[src/rtl/serial_cmp_ctrl_if.sv]
// ----------------------------------------------------------------------------
// serial_cmp_ctrl_if
//
// Purpose : Bundles the handshake, operand and result signals of the serial
//           magnitude comparator so the requester and the sequencer share a
//           single port.
//
// Parameters:
//   WIDTH  operand width in bits (even, >= 2)
//
// Signals:
//   start  request from the master; sampled by the sequencer only in IDLE
//   a, b   unsigned operands, latched by the sequencer when start is accepted
//   busy   sequencer is scanning slices
//   done   one-cycle completion pulse
//   lt/eq/gt  registered, mutually exclusive magnitude result
//
// Modports:
//   master  drives start/a/b, observes busy/done/lt/eq/gt
//   slave   the comparator sequencer itself
// ----------------------------------------------------------------------------
interface serial_cmp_ctrl_if #(
    parameter int WIDTH = 8
);
    logic             start;
    logic [WIDTH-1:0] a;
    logic [WIDTH-1:0] b;
    logic             busy;
    logic             done;
    logic             lt;
    logic             eq;
    logic             gt;

    modport master (
        output start, a, b,
        input  busy, done, lt, eq, gt
    );

    modport slave (
        input  start, a, b,
        output busy, done, lt, eq, gt
    );
endinterface : serial_cmp_ctrl_if

[src/rtl/serial_cmp_ctrl.sv]
// ----------------------------------------------------------------------------
// serial_cmp_ctrl
//
// Purpose : Compares two WIDTH-bit unsigned operands by reusing a single
//           2-bit magnitude-compare slice, one slice per clock, MSB-first.
//           A start/busy/done handshake frames each operation and the
//           lt/eq/gt result is registered and held until the next
//           comparison completes.
//
// Parameters:
//   WIDTH  operand width in bits; must be even and >= 2 (NSLICE = WIDTH/2)
//
// Ports:
//   clk    rising-edge clock
//   rst    asynchronous, active-high reset (aborts any operation in flight)
//   bus    serial_cmp_ctrl_if.slave
//            start  request, sampled only in IDLE
//            a, b   operands, latched on accepted start
//            busy   high in CMP
//            done   one-cycle pulse, high in DONE
//            lt/eq/gt  registered result flags
//
// Build option:
//   EARLY_EXIT_EN  when defined, CMP ends at the first unequal slice.
//                  When undefined, every slice is always scanned (constant
//                  latency of NSLICE cycles) and a sticky "decided" record
//                  keeps the most significant unequal slice's verdict.
//                  Final flags are identical in both builds.
// ----------------------------------------------------------------------------
module serial_cmp_ctrl #(
    parameter int WIDTH = 8
) (
    input  logic               clk,
    input  logic               rst,
    serial_cmp_ctrl_if.slave   bus
);

    localparam int NSLICE = WIDTH / 2;
    localparam int IDXW   = (NSLICE > 1) ? $clog2(NSLICE) : 1;

    // Reject illegal widths at elaboration rather than silently truncating.
    if ((WIDTH < 2) || ((WIDTH % 2) != 0)) begin : g_bad_width
        $error("serial_cmp_ctrl: WIDTH must be even and >= 2");
    end

    typedef enum logic [1:0] {
        IDLE = 2'd0,
        CMP  = 2'd1,
        DONE = 2'd2
    } state_t;

    // 2-bit magnitude-compare slice; result packed as {lt, eq}.
    function automatic logic [1:0] slice_cmp(input logic [1:0] x,
                                             input logic [1:0] y);
        return {(x < y), (x == y)};
    endfunction

    state_t            state;
    state_t            state_nxt;
    logic [WIDTH-1:0]  a_q;
    logic [WIDTH-1:0]  a_nxt;
    logic [WIDTH-1:0]  b_q;
    logic [WIDTH-1:0]  b_nxt;
    logic [IDXW-1:0]   idx;
    logic [IDXW-1:0]   idx_nxt;
    logic              lt_q;
    logic              lt_nxt;
    logic              eq_q;
    logic              eq_nxt;
    logic              gt_q;
    logic              gt_nxt;

`ifndef EARLY_EXIT_EN
    // Sticky record of the most significant unequal slice seen so far.
    logic              dec_q;
    logic              dec_nxt;
    logic              dec_lt_q;
    logic              dec_lt_nxt;
    logic              dec_gt_q;
    logic              dec_gt_nxt;
`endif

    // Current slice selection: shift the latched operands down so the slice
    // under test lands in bits [1:0].
    logic [WIDTH-1:0]  a_sh;
    logic [WIDTH-1:0]  b_sh;
    logic [1:0]        sl_res;
    logic              sl_lt;
    logic              sl_eq;

    assign a_sh   = a_q >> {idx, 1'b0};
    assign b_sh   = b_q >> {idx, 1'b0};
    assign sl_res = slice_cmp(a_sh[1:0], b_sh[1:0]);
    assign sl_lt  = sl_res[1];
    assign sl_eq  = sl_res[0];

    // ------------------------------------------------------------------
    // Next-state and next-value logic
    // ------------------------------------------------------------------
    always_comb begin
        state_nxt  = state;
        a_nxt      = a_q;
        b_nxt      = b_q;
        idx_nxt    = idx;
        lt_nxt     = lt_q;
        eq_nxt     = eq_q;
        gt_nxt     = gt_q;
`ifndef EARLY_EXIT_EN
        dec_nxt    = dec_q;
        dec_lt_nxt = dec_lt_q;
        dec_gt_nxt = dec_gt_q;
`endif

        case (state)
            IDLE: begin
                if (bus.start) begin
                    // Flags are intentionally left alone: the previous
                    // result stays visible while the new scan runs.
                    a_nxt     = bus.a;
                    b_nxt     = bus.b;
                    idx_nxt   = IDXW'(NSLICE - 1);
                    state_nxt = CMP;
`ifndef EARLY_EXIT_EN
                    dec_nxt    = 1'b0;
                    dec_lt_nxt = 1'b0;
                    dec_gt_nxt = 1'b0;
`endif
                end
            end

            CMP: begin
`ifdef EARLY_EXIT_EN
                if (!sl_eq) begin
                    lt_nxt    = sl_lt;
                    gt_nxt    = ~sl_lt;
                    eq_nxt    = 1'b0;
                    state_nxt = DONE;
                end else if (idx == '0) begin
                    lt_nxt    = 1'b0;
                    eq_nxt    = 1'b1;
                    gt_nxt    = 1'b0;
                    state_nxt = DONE;
                end else begin
                    idx_nxt = idx - IDXW'(1);
                end
`else
                // Only the first unequal slice may set the verdict; lower
                // slices are still scanned but cannot overwrite it.
                if (!dec_q && !sl_eq) begin
                    dec_nxt    = 1'b1;
                    dec_lt_nxt = sl_lt;
                    dec_gt_nxt = ~sl_lt;
                end

                if (idx == '0) begin
                    state_nxt = DONE;
                    if (dec_q) begin
                        lt_nxt = dec_lt_q;
                        gt_nxt = dec_gt_q;
                        eq_nxt = 1'b0;
                    end else if (!sl_eq) begin
                        lt_nxt = sl_lt;
                        gt_nxt = ~sl_lt;
                        eq_nxt = 1'b0;
                    end else begin
                        lt_nxt = 1'b0;
                        eq_nxt = 1'b1;
                        gt_nxt = 1'b0;
                    end
                end else begin
                    idx_nxt = idx - IDXW'(1);
                end
`endif
            end

            DONE: begin
                state_nxt = IDLE;
            end

            default: begin
                state_nxt = IDLE;
            end
        endcase
    end

    // ------------------------------------------------------------------
    // State, operand and result registers
    // ------------------------------------------------------------------
    always_ff @(posedge clk or posedge rst) begin
        if (rst) begin
            state <= IDLE;
            a_q   <= '0;
            b_q   <= '0;
            idx   <= '0;
            lt_q  <= 1'b0;
            eq_q  <= 1'b0;
            gt_q  <= 1'b0;
`ifndef EARLY_EXIT_EN
            dec_q    <= 1'b0;
            dec_lt_q <= 1'b0;
            dec_gt_q <= 1'b0;
`endif
        end else begin
            state <= state_nxt;
            a_q   <= a_nxt;
            b_q   <= b_nxt;
            idx   <= idx_nxt;
            lt_q  <= lt_nxt;
            eq_q  <= eq_nxt;
            gt_q  <= gt_nxt;
`ifndef EARLY_EXIT_EN
            dec_q    <= dec_nxt;
            dec_lt_q <= dec_lt_nxt;
            dec_gt_q <= dec_gt_nxt;
`endif
        end
    end

    // busy/done decode straight from the state register, so every output
    // is register-sourced and reset drives all of them low at once.
    assign bus.busy = (state == CMP);
    assign bus.done = (state == DONE);
    assign bus.lt   = lt_q;
    assign bus.eq   = eq_q;
    assign bus.gt   = gt_q;

endmodule : serial_cmp_ctrl

[src/flat_wrapper.sv]
// flat-port wrapper written by rule: the top's interface ports become plain ports
module serial_cmp_ctrl_flat 
#(
    parameter int WIDTH = 8
)
  (clk, rst, bus_start, bus_a, bus_b, bus_busy, bus_done, bus_lt, bus_eq, bus_gt);
  serial_cmp_ctrl_if #(.WIDTH(WIDTH)) bus_i ();
  input  logic clk;
  input  logic rst;
  input wire logic [$bits(bus_i.start)-1:0] bus_start;
  input wire logic [$bits(bus_i.a)-1:0] bus_a;
  input wire logic [$bits(bus_i.b)-1:0] bus_b;
  output wire logic [$bits(bus_i.busy)-1:0] bus_busy;
  output wire logic [$bits(bus_i.done)-1:0] bus_done;
  output wire logic [$bits(bus_i.lt)-1:0] bus_lt;
  output wire logic [$bits(bus_i.eq)-1:0] bus_eq;
  output wire logic [$bits(bus_i.gt)-1:0] bus_gt;
  assign bus_i.start = bus_start;
  assign bus_i.a = bus_a;
  assign bus_i.b = bus_b;
  assign bus_busy = bus_i.busy;
  assign bus_done = bus_i.done;
  assign bus_lt = bus_i.lt;
  assign bus_eq = bus_i.eq;
  assign bus_gt = bus_i.gt;
  serial_cmp_ctrl #(.WIDTH(WIDTH)) u_core (.clk(clk), .rst(rst), .bus(bus_i));
endmodule
[config.mk]
export PLATFORM = sky130hd
export DESIGN_NAME = serial_cmp_ctrl_flat
export DESIGN_NICKNAME = d
export VERILOG_FILES = /design/src/rtl/serial_cmp_ctrl_if.sv /design/src/rtl/serial_cmp_ctrl.sv /design/src/flat_wrapper.sv
export SDC_FILE = /design/constraint.sdc
export NUM_CORES = 1
export LEC_CHECK = 0
export ABC_CLOCK_PERIOD_IN_PS = 3100
export BUFFER_PORTS_ARGS = -buffer_cell sky130_fd_sc_hd__buf_2
export CORE_AREA = 3 3 53 55
export CTS_BUF_LIST = sky130_fd_sc_hd__clkbuf_16
export CTS_CLUSTER_SIZE = 24
export DETAILED_ROUTE_END_ITERATION = 7
export DIE_AREA = 0 0 56 58
export PLACE_DENSITY = 0.75
export SKIP_LAST_GASP = 1
export SYNTH_ARGS = -nofsm -noshare
export SYNTH_HDL_FRONTEND = slang
export SYNTH_SLANG_ARGS = --single-unit
[constraint.sdc]
create_clock -name clk -period 3.1 [get_ports clk]
set_clock_uncertainty 0.2 [all_clocks]
set_input_delay 0.31 -clock clk [delete_from_list [all_inputs] [get_ports clk]]
set_output_delay 0.31 -clock clk [all_outputs]
set_load 0.02 [all_outputs]
==> results of run 1 <==
## cell families (layout without fill, tap and decap cells)
logic type	after synthesis	count (layout)	synth area share, %
flops	26	26	51.84
mux	20	20	23.93
simple gates	19	19	9.274
compound gates	11	11	6.980
buf+inv	11	35	4.985
fa+ha+maj	3	3	2.991
## cell type report
cell class	count	area (um^2)	area share, %
clock buffer	3	75.07	5.150
clock inverter	1	3.754	0.2575
inverter	7	26.28	1.803
multi-input combinational	53	541.8	37.17
sequential	26	650.6	44.64
tap	30	37.54	2.575
timing repair buffer	24	122.6	8.412
## sequential cells by signal, summed over array words and instances, names as in the netlist
| signal | cells |
|---|---|
| u_core.a_q | 8 |
| u_core.b_q | 8 |
| u_core.idx | 2 |
| u_core.state | 2 |
| u_core.bus.eq | 1 |
| u_core.bus.gt | 1 |
| u_core.bus.lt | 1 |
| u_core.dec_gt_q | 1 |
| u_core.dec_lt_q | 1 |
| u_core.dec_q | 1 |
## cells in the final DEF, fill, tap and decap left out
master,synthesis,layout
a21oi_4,1,1
o21ai_0,2,2
nand2b_1,1,1
mux2_4,8,8
clkinv_1,0,1
or3b_1,1,1
a21oi_1,1,1
nor3_1,1,1
clkbuf_16,0,3
or2_1,1,1
o21bai_1,1,1
nor2b_2,1,1
nor2_1,2,2
a31oi_1,2,2
nand2_1,7,7
buf_4,0,1
and2b_1,1,1
dfrtp_1,26,26
mux4_2,4,4
mux2_2,8,8
a41o_1,1,1
o221ai_1,2,2
nor3b_2,2,2
ha_1,3,3
buf_2,2,23
nor2b_1,1,1
inv_1,7,7
and3b_1,1,1
a2bb2oi_1,1,1
## metrics by stage
step | instances | power [uW]
floorplan | 90 | 1287
global placement | 140 | 1401
detailed placement | 140 | 1439
CTS | 144 | 1725
global route | 144 | 1827
finish | 144 | 1702
## metal layers
metal / part of all wire, % / vias up / track usage (%)
li1: - / 366 / -
met1: 44 / 402 / 16.79
met2: 50 / 17 / 23.04
met3: 4.2 / 4 / 2.895
met4: 1.3 / 0 / 7.119
met5: 0 / - / 0
## report_power, final
group	switching, uW	internal (uW)	total, uW
Clock	107	172	279
Combinational	344	435	779
Sequential	135	509	644
## how the worst max path moves through the flow
stage	from	endpoint	slack (ns)
3_3_place_gp	u_core.idx[0]$_DFFE_PP0P_	u_core.dec_lt_q$_DFFE_PP0P_	0.73
6_report	u_core.idx[1]$_DFFE_PP0P_	u_core.bus.lt$_DFFE_PP0P_	0.66
3_5_place_dp	u_core.idx[1]$_DFFE_PP0P_	u_core.bus.lt$_DFFE_PP0P_	0.68
5_1_grt	u_core.idx[0]$_DFFE_PP0P_	u_core.dec_lt_q$_DFFE_PP0P_	0.50
2_1_floorplan	u_core.idx[0]$_DFFE_PP0P_	u_core.dec_lt_q$_DFFE_PP0P_	0.81
4_1_cts	u_core.idx[1]$_DFFE_PP0P_	u_core.bus.lt$_DFFE_PP0P_	0.65
## worst max-delay path, cell delays in order (launching register included)
cell and delay [ns]:
dfrtp_1 0.47, mux4_2 0.54, ha_1 0.37, a21oi_4 0.21, or3b_1 0.39, a31oi_1 0.19
==> flow_metrics.tcl, run 1 <==
set metrics [dict create \
    status "finished, final reports clean" \
    post_cts_buffers 0 \
    ys_ff_latch 26 \
    cts_buffers 3 \
    synth_edf_count 0 \
    hold_path.class "in2async" \
    die_area_mm2 0.003248 \
    ctsHoldBuffers 0 \
    ys_types 28 \
    syn_avg_cell_area_um2 13.94 \
    n_antenna_cell 0 \
    placed_area_mm2 0.001379 \
    worstPathRequired_ns 3.07 \
    initial_utilization_pct 51.59 \
    critPathMaxFanout 6 \
    vdd_drop_max_v 0.0005011 \
    crit_path_start_kind "register" \
    reg2reg_depth 5 \
    rr_startpoint "u_core.idx[1]$_DFFE_PP0P_" \
    timing.rr.end "u_core.bus.lt$_DFFE_PP0P_" \
    cp-end-kind "register" \
    finalNetCount 137 \
    cts_tree "yes" \
    antenna_found_initial 0 \
    cts_resized 0 \
    max_freq_mhz 409.1 \
    yosysMostFrequentCell "dfrtp_1" \
    p_per_area_mw_per_mm2 1168 \
    drive_gt1_share_pct 44.74 \
    drc 0 \
    root_buffer "clkbuf_16" \
    die_h_um 58 \
    grt_max_degree 27 \
    grt_pass1_wl_mm 3.408 \
    finalCriticalPeriod_ns 2.444 \
    vias 789 \
    whs_ns 0.06542 \
    drt-total-wl_mm 2.073 \
    syn_nets 112 \
    max_slew_margin_pct 36.32 \
    cp.arrival_ns 2.42 \
    maxSlewViolCount 0 \
    die_w_um 56 \
    fin_area_mm2 0.001458 \
    fillers 219 \
    htree_levels 1 \
    clk_pin_slew_ns 0.06 \
    place_hpwl_mm 1.614 \
    port_buffers 23 \
    synth_async_sr_flop_share_pct 100.0 \
    place_ws_ns 0.6779 \
    syn_inst 90 \
    final_util_pct 59.93 \
    ios 24 \
    ys.warnings.count 0 \
    fin_setup_tns_ns 0 \
    synth_top_area_cell "dfrtp_1" \
    reg2reg_slack_ns 0.66 \
    clockBufferDepth 2 \
    cap_violations 0 \
    drtIter0Drc 12 \
    critPathKind "reg2reg" \
    drt_pass1_iterations 3 \
    ys_top_cells_by_area "dfrtp_1 (52%), mux2_4 (9.6%), mux2_2 (7.2%)" \
    cts_num_sinks 26 \
    synth_top_cells_by_count "dfrtp_1 (26), mux2_2 (8), mux2_4 (8)" \
    setup_viol 0 \
    hold_violations 0 \
    grt_pass1_vias 785 \
    tightest_slew_ns 0.9541 \
    synth_seq_area_share_pct 51.84 \
    timing.final.crit_share_pct 78.85 \
    synthFlopType "dfrtp_1" \
    synth_area_mm2 0.001255 \
    wl_per_cell_um 14.40 \
    groute.usage.overall_pct 13.73 \
    drtAntennaViolNets 0 \
    clkLatencyLatePin_ns 0.26 \
    coreArea_mm2 0.002432 \
    p_leak_uw 0.0007053 \
    row_count 18 \
    grt.overflow.total 0 \
    gp_congestion 0.7065 \
    worst_slack_ns 0.6557 \
    yosysTopAreaCellShare_pct 51.84 \
    vias_per_cell 5.479 \
    area_growth_pct 16.15 \
    rsz0062_at_grt "no" \
]
Power figures use the tool's default switching activity.
==> inputs of run 2 (changes only) <==
--- a/config.mk
+++ b/config.mk
@@ -5,14 +5,14 @@
 export SDC_FILE = /design/constraint.sdc
 export NUM_CORES = 1
 export LEC_CHECK = 0
-export ABC_CLOCK_PERIOD_IN_PS = 3100
+export ABC_CLOCK_PERIOD_IN_PS = 2100
 export BUFFER_PORTS_ARGS = -buffer_cell sky130_fd_sc_hd__buf_2
-export CORE_AREA = 3 3 53 55
+export CORE_AREA = 3 3 56 58
 export CTS_BUF_LIST = sky130_fd_sc_hd__clkbuf_16
 export CTS_CLUSTER_SIZE = 24
 export DETAILED_ROUTE_END_ITERATION = 7
-export DIE_AREA = 0 0 56 58
-export PLACE_DENSITY = 0.75
+export DIE_AREA = 0 0 59 61
+export PLACE_DENSITY = 0.7
 export SKIP_LAST_GASP = 1
 export SYNTH_ARGS = -nofsm -noshare
 export SYNTH_HDL_FRONTEND = slang
==> constraint.sdc (replaced) <==
create_clock -name clk -period 2.1 [get_ports clk]
set_clock_uncertainty 0.2 [all_clocks]
set_input_delay 0.21 -clock clk [delete_from_list [all_inputs] [get_ports clk]]
set_output_delay 0.21 -clock clk [all_outputs]
set_load 0.02 [all_outputs]
==> run 2 against run 1 <==
The flow now finishes with violations (negative setup slack). Sequential share of layout area shrank 7.4 points. Hold slack better by 0.038 ns. Wire length increased by 20%. Fmax is 10% higher. Utilization rose by 4.7 points. Die area grew 11%. Count of clock-buffer cells in the layout is the same. Global-route usage up 2.3 points. Critical path type unchanged.
==> flow_metrics.tcl, run 2 (synthesized netlist as in run 1, its figures left out) <==
set metrics [dict create \
    grt_max_degree 27 \
    rsz0062_at_grt "yes" \
    coreArea_mm2 0.002710 \
    antenna_found_initial 0 \
    grt.overflow.total 0 \
    max_slew_margin_pct 78.45 \
    root_buffer "clkbuf_16" \
    drtAntennaViolNets 0 \
    mostFrequentLayoutCells "dfrtp_1 (25), buf_2 (23), dlygate4sd3_1 (17)" \
    status "complete, but fails checks" \
    cp-end-kind "register" \
    worst_slack_ns -0.1186 \
    tightest_slew_ns 0.3232 \
    clockBufferDepth 2 \
    max_freq_mhz 450.7 \
    cts_tree "yes" \
    vias_per_cell 5.226 \
    n_antenna_cell 0 \
    seq_area_um2 651.9 \
    top_regs "u_core.a_q x8, u_core.b_q x8" \
    row_count 19 \
    cts_num_sinks 26 \
    maxSlewViolCount 0 \
    vias 878 \
    critPathMaxFanout 4 \
    die_h_um 61 \
    cap_violations 0 \
    grt_pass1_wl_mm 4.278 \
    grt_pass1_vias 982 \
    groute.usage.overall_pct 15.98 \
    fin_area_mm2 0.001750 \
    timing.final.crit_share_pct 105.6 \
    crit_path_start_kind "register" \
    fillers 215 \
    hold_path.class "in2reg" \
    place_ws_ns -0.2078 \
    multiInputGateArea_um2 590.6 \
    violations "negative setup slack" \
    die_area_mm2 0.003599 \
    vdd_drop_max_v 0.001109 \
    cp.arrival_ns 2.20 \
    area_growth_pct 39.48 \
    drive_gt1_share_pct 48.91 \
    htree_levels 1 \
    ios 24 \
    clkLatencyLatePin_ns 0.26 \
    final_cells 168 \
    drtIter0Drc 14 \
    clk_pin_slew_ns 0.06 \
    worstPathRequired_ns 2.08 \
    place_hpwl_mm 1.661 \
    layout_commonest_cell "dfrtp_1" \
    finalNetCount 160 \
    wl_per_cell_um 14.83 \
    port_buffers 23 \
    drc 0 \
    finalCriticalPeriod_ns 2.219 \
    dp_cells 147 \
    setup_viol 2 \
    placed_area_mm2 0.001450 \
    drt-total-wl_mm 2.491 \
    die_w_um 59 \
    drt_pass1_iterations 4 \
    hold_violations 0 \
    p_leak_uw 0.0008224 \
    gp_congestion 0.7854 \
    critPathKind "reg2reg" \
    initial_utilization_pct 46.31 \
    cts_buffers 3 \
    p_per_area_mw_per_mm2 1767 \
]
==> run 2: metrics by stage <==
| step | power, uW | util [%] | hold WS, ns | setup TNS (ns) |
|---|---|---|---|---|
| after detailed placement | 2364 | 53.51 | 0.08339 | -0.4684 |
| after CTS | 3041 | 64.04 | 0.1085 | -0.2849 |
| after floorplan | 2031 | - | 0.05002 | -0.1913 |
| after global placement | 2275 | 53.51 | 0.07549 | -0.2520 |
| after global routing | 3291 | 64.59 | 0.1499 | -0.4001 |
| final | 3092 | 64.59 | 0.1031 | -0.2299 |
==> run 2: layer usage <==
layer	routed length [um]	global-route usage, %	share of wire [%]
met1	1005	18.97	40
met2	1354	28.23	54
met3	92	2.979	3.7
met4	38	7.120	1.5
met5	0	0	0
==> run 2: layout make-up <==
| cell class | count | area share, % |
|---|---|---|
| multi-input cells | 53 | 33.74 |
| well taps | 31 | 2.216 |
| repair buffers | 47 | 19.30 |
| flip-flops and latches | 26 | 37.24 |
| inverters | 7 | 1.501 |
| clock inverters | 1 | 1.716 |
| clock buffers | 3 | 4.289 |
==> run 2: repair_timing <==
| action | CTS | global route |
|---|---|---|
| endpoints found under the setup margin | 4 | 3 |
| pin swaps | 4 | 1 |
| hold endpoints to repair | 42 | 0 |
| gates resized for setup | 4 | 3 |
| buffers inserted | 0 | 1 |
| hold buffers | 17 | 0 |
==> run 2: worst max-delay path, stage by stage (launching register included) <==
cell and delay (ns):
dfrtp_2 0.42, mux4_2 0.52, inv_2 0.08, ha_4 0.21
a21oi_4 0.14, or3b_4 0.40, o221ai_2 0.16
==> run 2: worst paths after layout <==
check / from / end / slack, ns / cells past startpoint
worst max-delay path: u_core.idx[0]$_DFFE_PP0P_ / u_core.dec_lt_q$_DFFE_PP0P_ / -0.12 / 6
worst min-delay path: bus_start / u_core.dec_lt_q$_DFFE_PP0P_ / 0.10 / 4
worst max register to register: u_core.idx[0]$_DFFE_PP0P_ / u_core.dec_lt_q$_DFFE_PP0P_ / -0.12 / 6
worst min register to register: u_core.b_q[5]$_DFFE_PP0P_ / u_core.b_q[5]$_DFFE_PP0P_ / 0.31 / 1
max in group asynchronous: rst / u_core.idx[0]$_DFFE_PP0P_ / 1.09 / 4
min in group asynchronous: rst / u_core.bus.gt$_DFFE_PP0P_ / 0.34 / 4
==> run 2: where the power goes <==
part | total, uW | switching (uW) | leakage (uW) | internal (uW)
registers | 943 | 189 | 0.000308 | 753
logic | 1600 | 667 | 0.000463 | 931
clock network | 552 | 172 | 0.0000511 | 379
==> inputs of run 3 (changes only) <==
--- a/config.mk
+++ b/config.mk
@@ -13,6 +13,7 @@
 export DETAILED_ROUTE_END_ITERATION = 7
 export DIE_AREA = 0 0 59 61
 export PLACE_DENSITY = 0.7
+export RECOVER_POWER = 50
 export SKIP_LAST_GASP = 1
 export SYNTH_ARGS = -nofsm -noshare
 export SYNTH_HDL_FRONTEND = slang
==> run 3 against run 2 <==
Fmax hardly changed. First-iteration DRC count unchanged. Critical path depth stayed put. Hold slack is essentially flat. Critical path type unchanged. Wire length increased by 0.28%. Register-to-register slack about the same. Non-clock buffer count is the same. Final cell count is the same. Count of clock-buffer cells in the layout unchanged. Largest cell class unchanged. Power hardly changed. Flip-flop and latch count did not move. The run still ends with negative setup slack left.
==> flow_metrics.tcl, run 3 (synthesized netlist as in run 1, its figures left out) <==
set metrics [dict create \
    cp.arrival_ns 2.20 \
    row_count 19 \
    place_hpwl_mm 1.661 \
    grt_max_degree 27 \
    layout_commonest_cell "dfrtp_1" \
    reg2reg_depth 6 \
    mostFrequentLayoutCells "dfrtp_1 (25), buf_2 (22), dlygate4sd3_1 (17)" \
    grt.overflow.total 0 \
    drive_gt1_share_pct 48.18 \
    vias_per_cell 5.256 \
    drt-total-wl_mm 2.498 \
    initial_utilization_pct 46.31 \
    ios 24 \
    die_area_mm2 0.003599 \
    wl_per_cell_um 14.87 \
    root_buffer "clkbuf_16" \
    max_slew_margin_pct 58.18 \
    worstPathRequired_ns 2.08 \
    antenna_found_initial 0 \
    hold_path.class "in2reg" \
    cp-end-kind "register" \
    cts_tree "yes" \
    critPathMaxFanout 4 \
    place_ws_ns -0.2078 \
    setup_viol 2 \
    p_per_area_mw_per_mm2 1770 \
    p_leak_uw 0.0008191 \
    max_freq_mhz 450.7 \
    worst_slack_ns -0.1188 \
    drc 0 \
    vias 883 \
    cts_buffers 3 \
    finalCriticalPeriod_ns 2.219 \
    violations "negative setup slack" \
    area_growth_pct 39.18 \
    top_regs "u_core.a_q x8, u_core.b_q x8" \
    clk_pin_slew_ns 0.06 \
    coreArea_mm2 0.002710 \
    grt_pass1_vias 982 \
    clkLatencyLatePin_ns 0.26 \
    n_antenna_cell 0 \
    hold_violations 0 \
    crit_path_start_kind "register" \
    gp_congestion 0.7854 \
    timing.final.crit_share_pct 105.7 \
    min_path_cells 4 \
    port_buffers 23 \
    finalNetCount 160 \
    status "complete, but fails checks" \
    groute.usage.overall_pct 15.98 \
    vdd_drop_max_v 0.001094 \
    final_cells 168 \
    die_w_um 59 \
    clockBufferDepth 2 \
    cts_num_sinks 26 \
    drt_pass1_iterations 3 \
    grt_pass1_wl_mm 4.278 \
    dp_cells 147 \
    cap_violations 0 \
    drtAntennaViolNets 0 \
    maxSlewViolCount 0 \
    die_h_um 61 \
    drtIter0Drc 14 \
    critPathKind "reg2reg" \
    rsz0062_at_grt "yes" \
    tightest_slew_ns 0.6273 \
    htree_levels 1 \
]
[run 3: cell types whose count changed in the layout (fill, tap and decap cells not counted), sizes merged]
cell | before | now
buf | 30 | 28
clkbuf | 3 | 5
[run 3: per-layer routing]
layer,global-route usage (%),wire [um],up-vias
li1,-,-,413
met1,18.97,1003,447
met2,28.23,1357,18
met3,2.979,98,5
met4,7.120,38,0
met5,0,0,-
[run 3: critical path, cell delays in order (launching register included)]
cell and delay [ns]:
dfrtp_2 0.42, mux4_2 0.52, inv_2 0.08, ha_4 0.21
a21oi_4 0.14, or3b_4 0.40, o221ai_2 0.16
[run 3: cell type report]
| class | instances | area (um^2) |
|---|---|---|
| flip-flops and latches | 26 | 651.9 |
| well taps | 31 | 38.79 |
| multi-input cells | 53 | 590.6 |
| repair buffers | 47 | 334.1 |
| fillers | 217 | 963.4 |
| clock buffers | 3 | 75.07 |
| inverters | 7 | 26.28 |
| clock inverters | 1 | 30.03 |
[run 3: timing repair]
| item | 4_1_cts | 5_1_grt |
|---|---|---|
| gates cloned | 0 | 0 |
| resized for setup | 4 | 3 |
| hold buffers | 17 | 0 |
| endpoints found under the hold margin | 42 | 0 |
| pin swaps | 4 | 1 |
| setup endpoints to repair | 4 | 3 |
| buffers inserted | 0 | 1 |
[run 3: per-stage QoR]
stage | util (%) | area (um^2) | hold slack [ns] | power [uW] | setup TNS, ns
after detailed placement | 53.51 | 1450 | 0.08339 | 2364 | -0.4684
after global routing | 64.45 | 1747 | 0.1499 | 3288 | -0.4001
after global placement | 53.51 | 1450 | 0.07549 | 2275 | -0.2520
after floorplan | - | 1286 | 0.05002 | 2031 | -0.1913
final | 64.45 | 1747 | 0.1030 | 3092 | -0.2305
after CTS | 64.04 | 1735 | 0.1085 | 3041 | -0.2849
[run 3: worst paths after layout]
path / start / endpoint / slack (ns)
min in group asynchronous: rst / u_core.bus.gt$_DFFE_PP0P_ / 0.45
max in group asynchronous: rst / u_core.idx[0]$_DFFE_PP0P_ / 0.80
worst min register to register: u_core.b_q[5]$_DFFE_PP0P_ / u_core.b_q[5]$_DFFE_PP0P_ / 0.31
worst min-delay path: bus_start / u_core.dec_lt_q$_DFFE_PP0P_ / 0.10
worst max-delay path: u_core.idx[0]$_DFFE_PP0P_ / u_core.dec_lt_q$_DFFE_PP0P_ / -0.12
worst max register to register: u_core.idx[0]$_DFFE_PP0P_ / u_core.dec_lt_q$_DFFE_PP0P_ / -0.12
[run 3: where the power goes]
| group | internal (uW) | switching (uW) | total [uW] |
|---|---|---|---|
| Combinational | 928 | 668 | 1600 |
| Sequential | 753 | 191 | 944 |
| Clock | 379 | 172 | 552 |
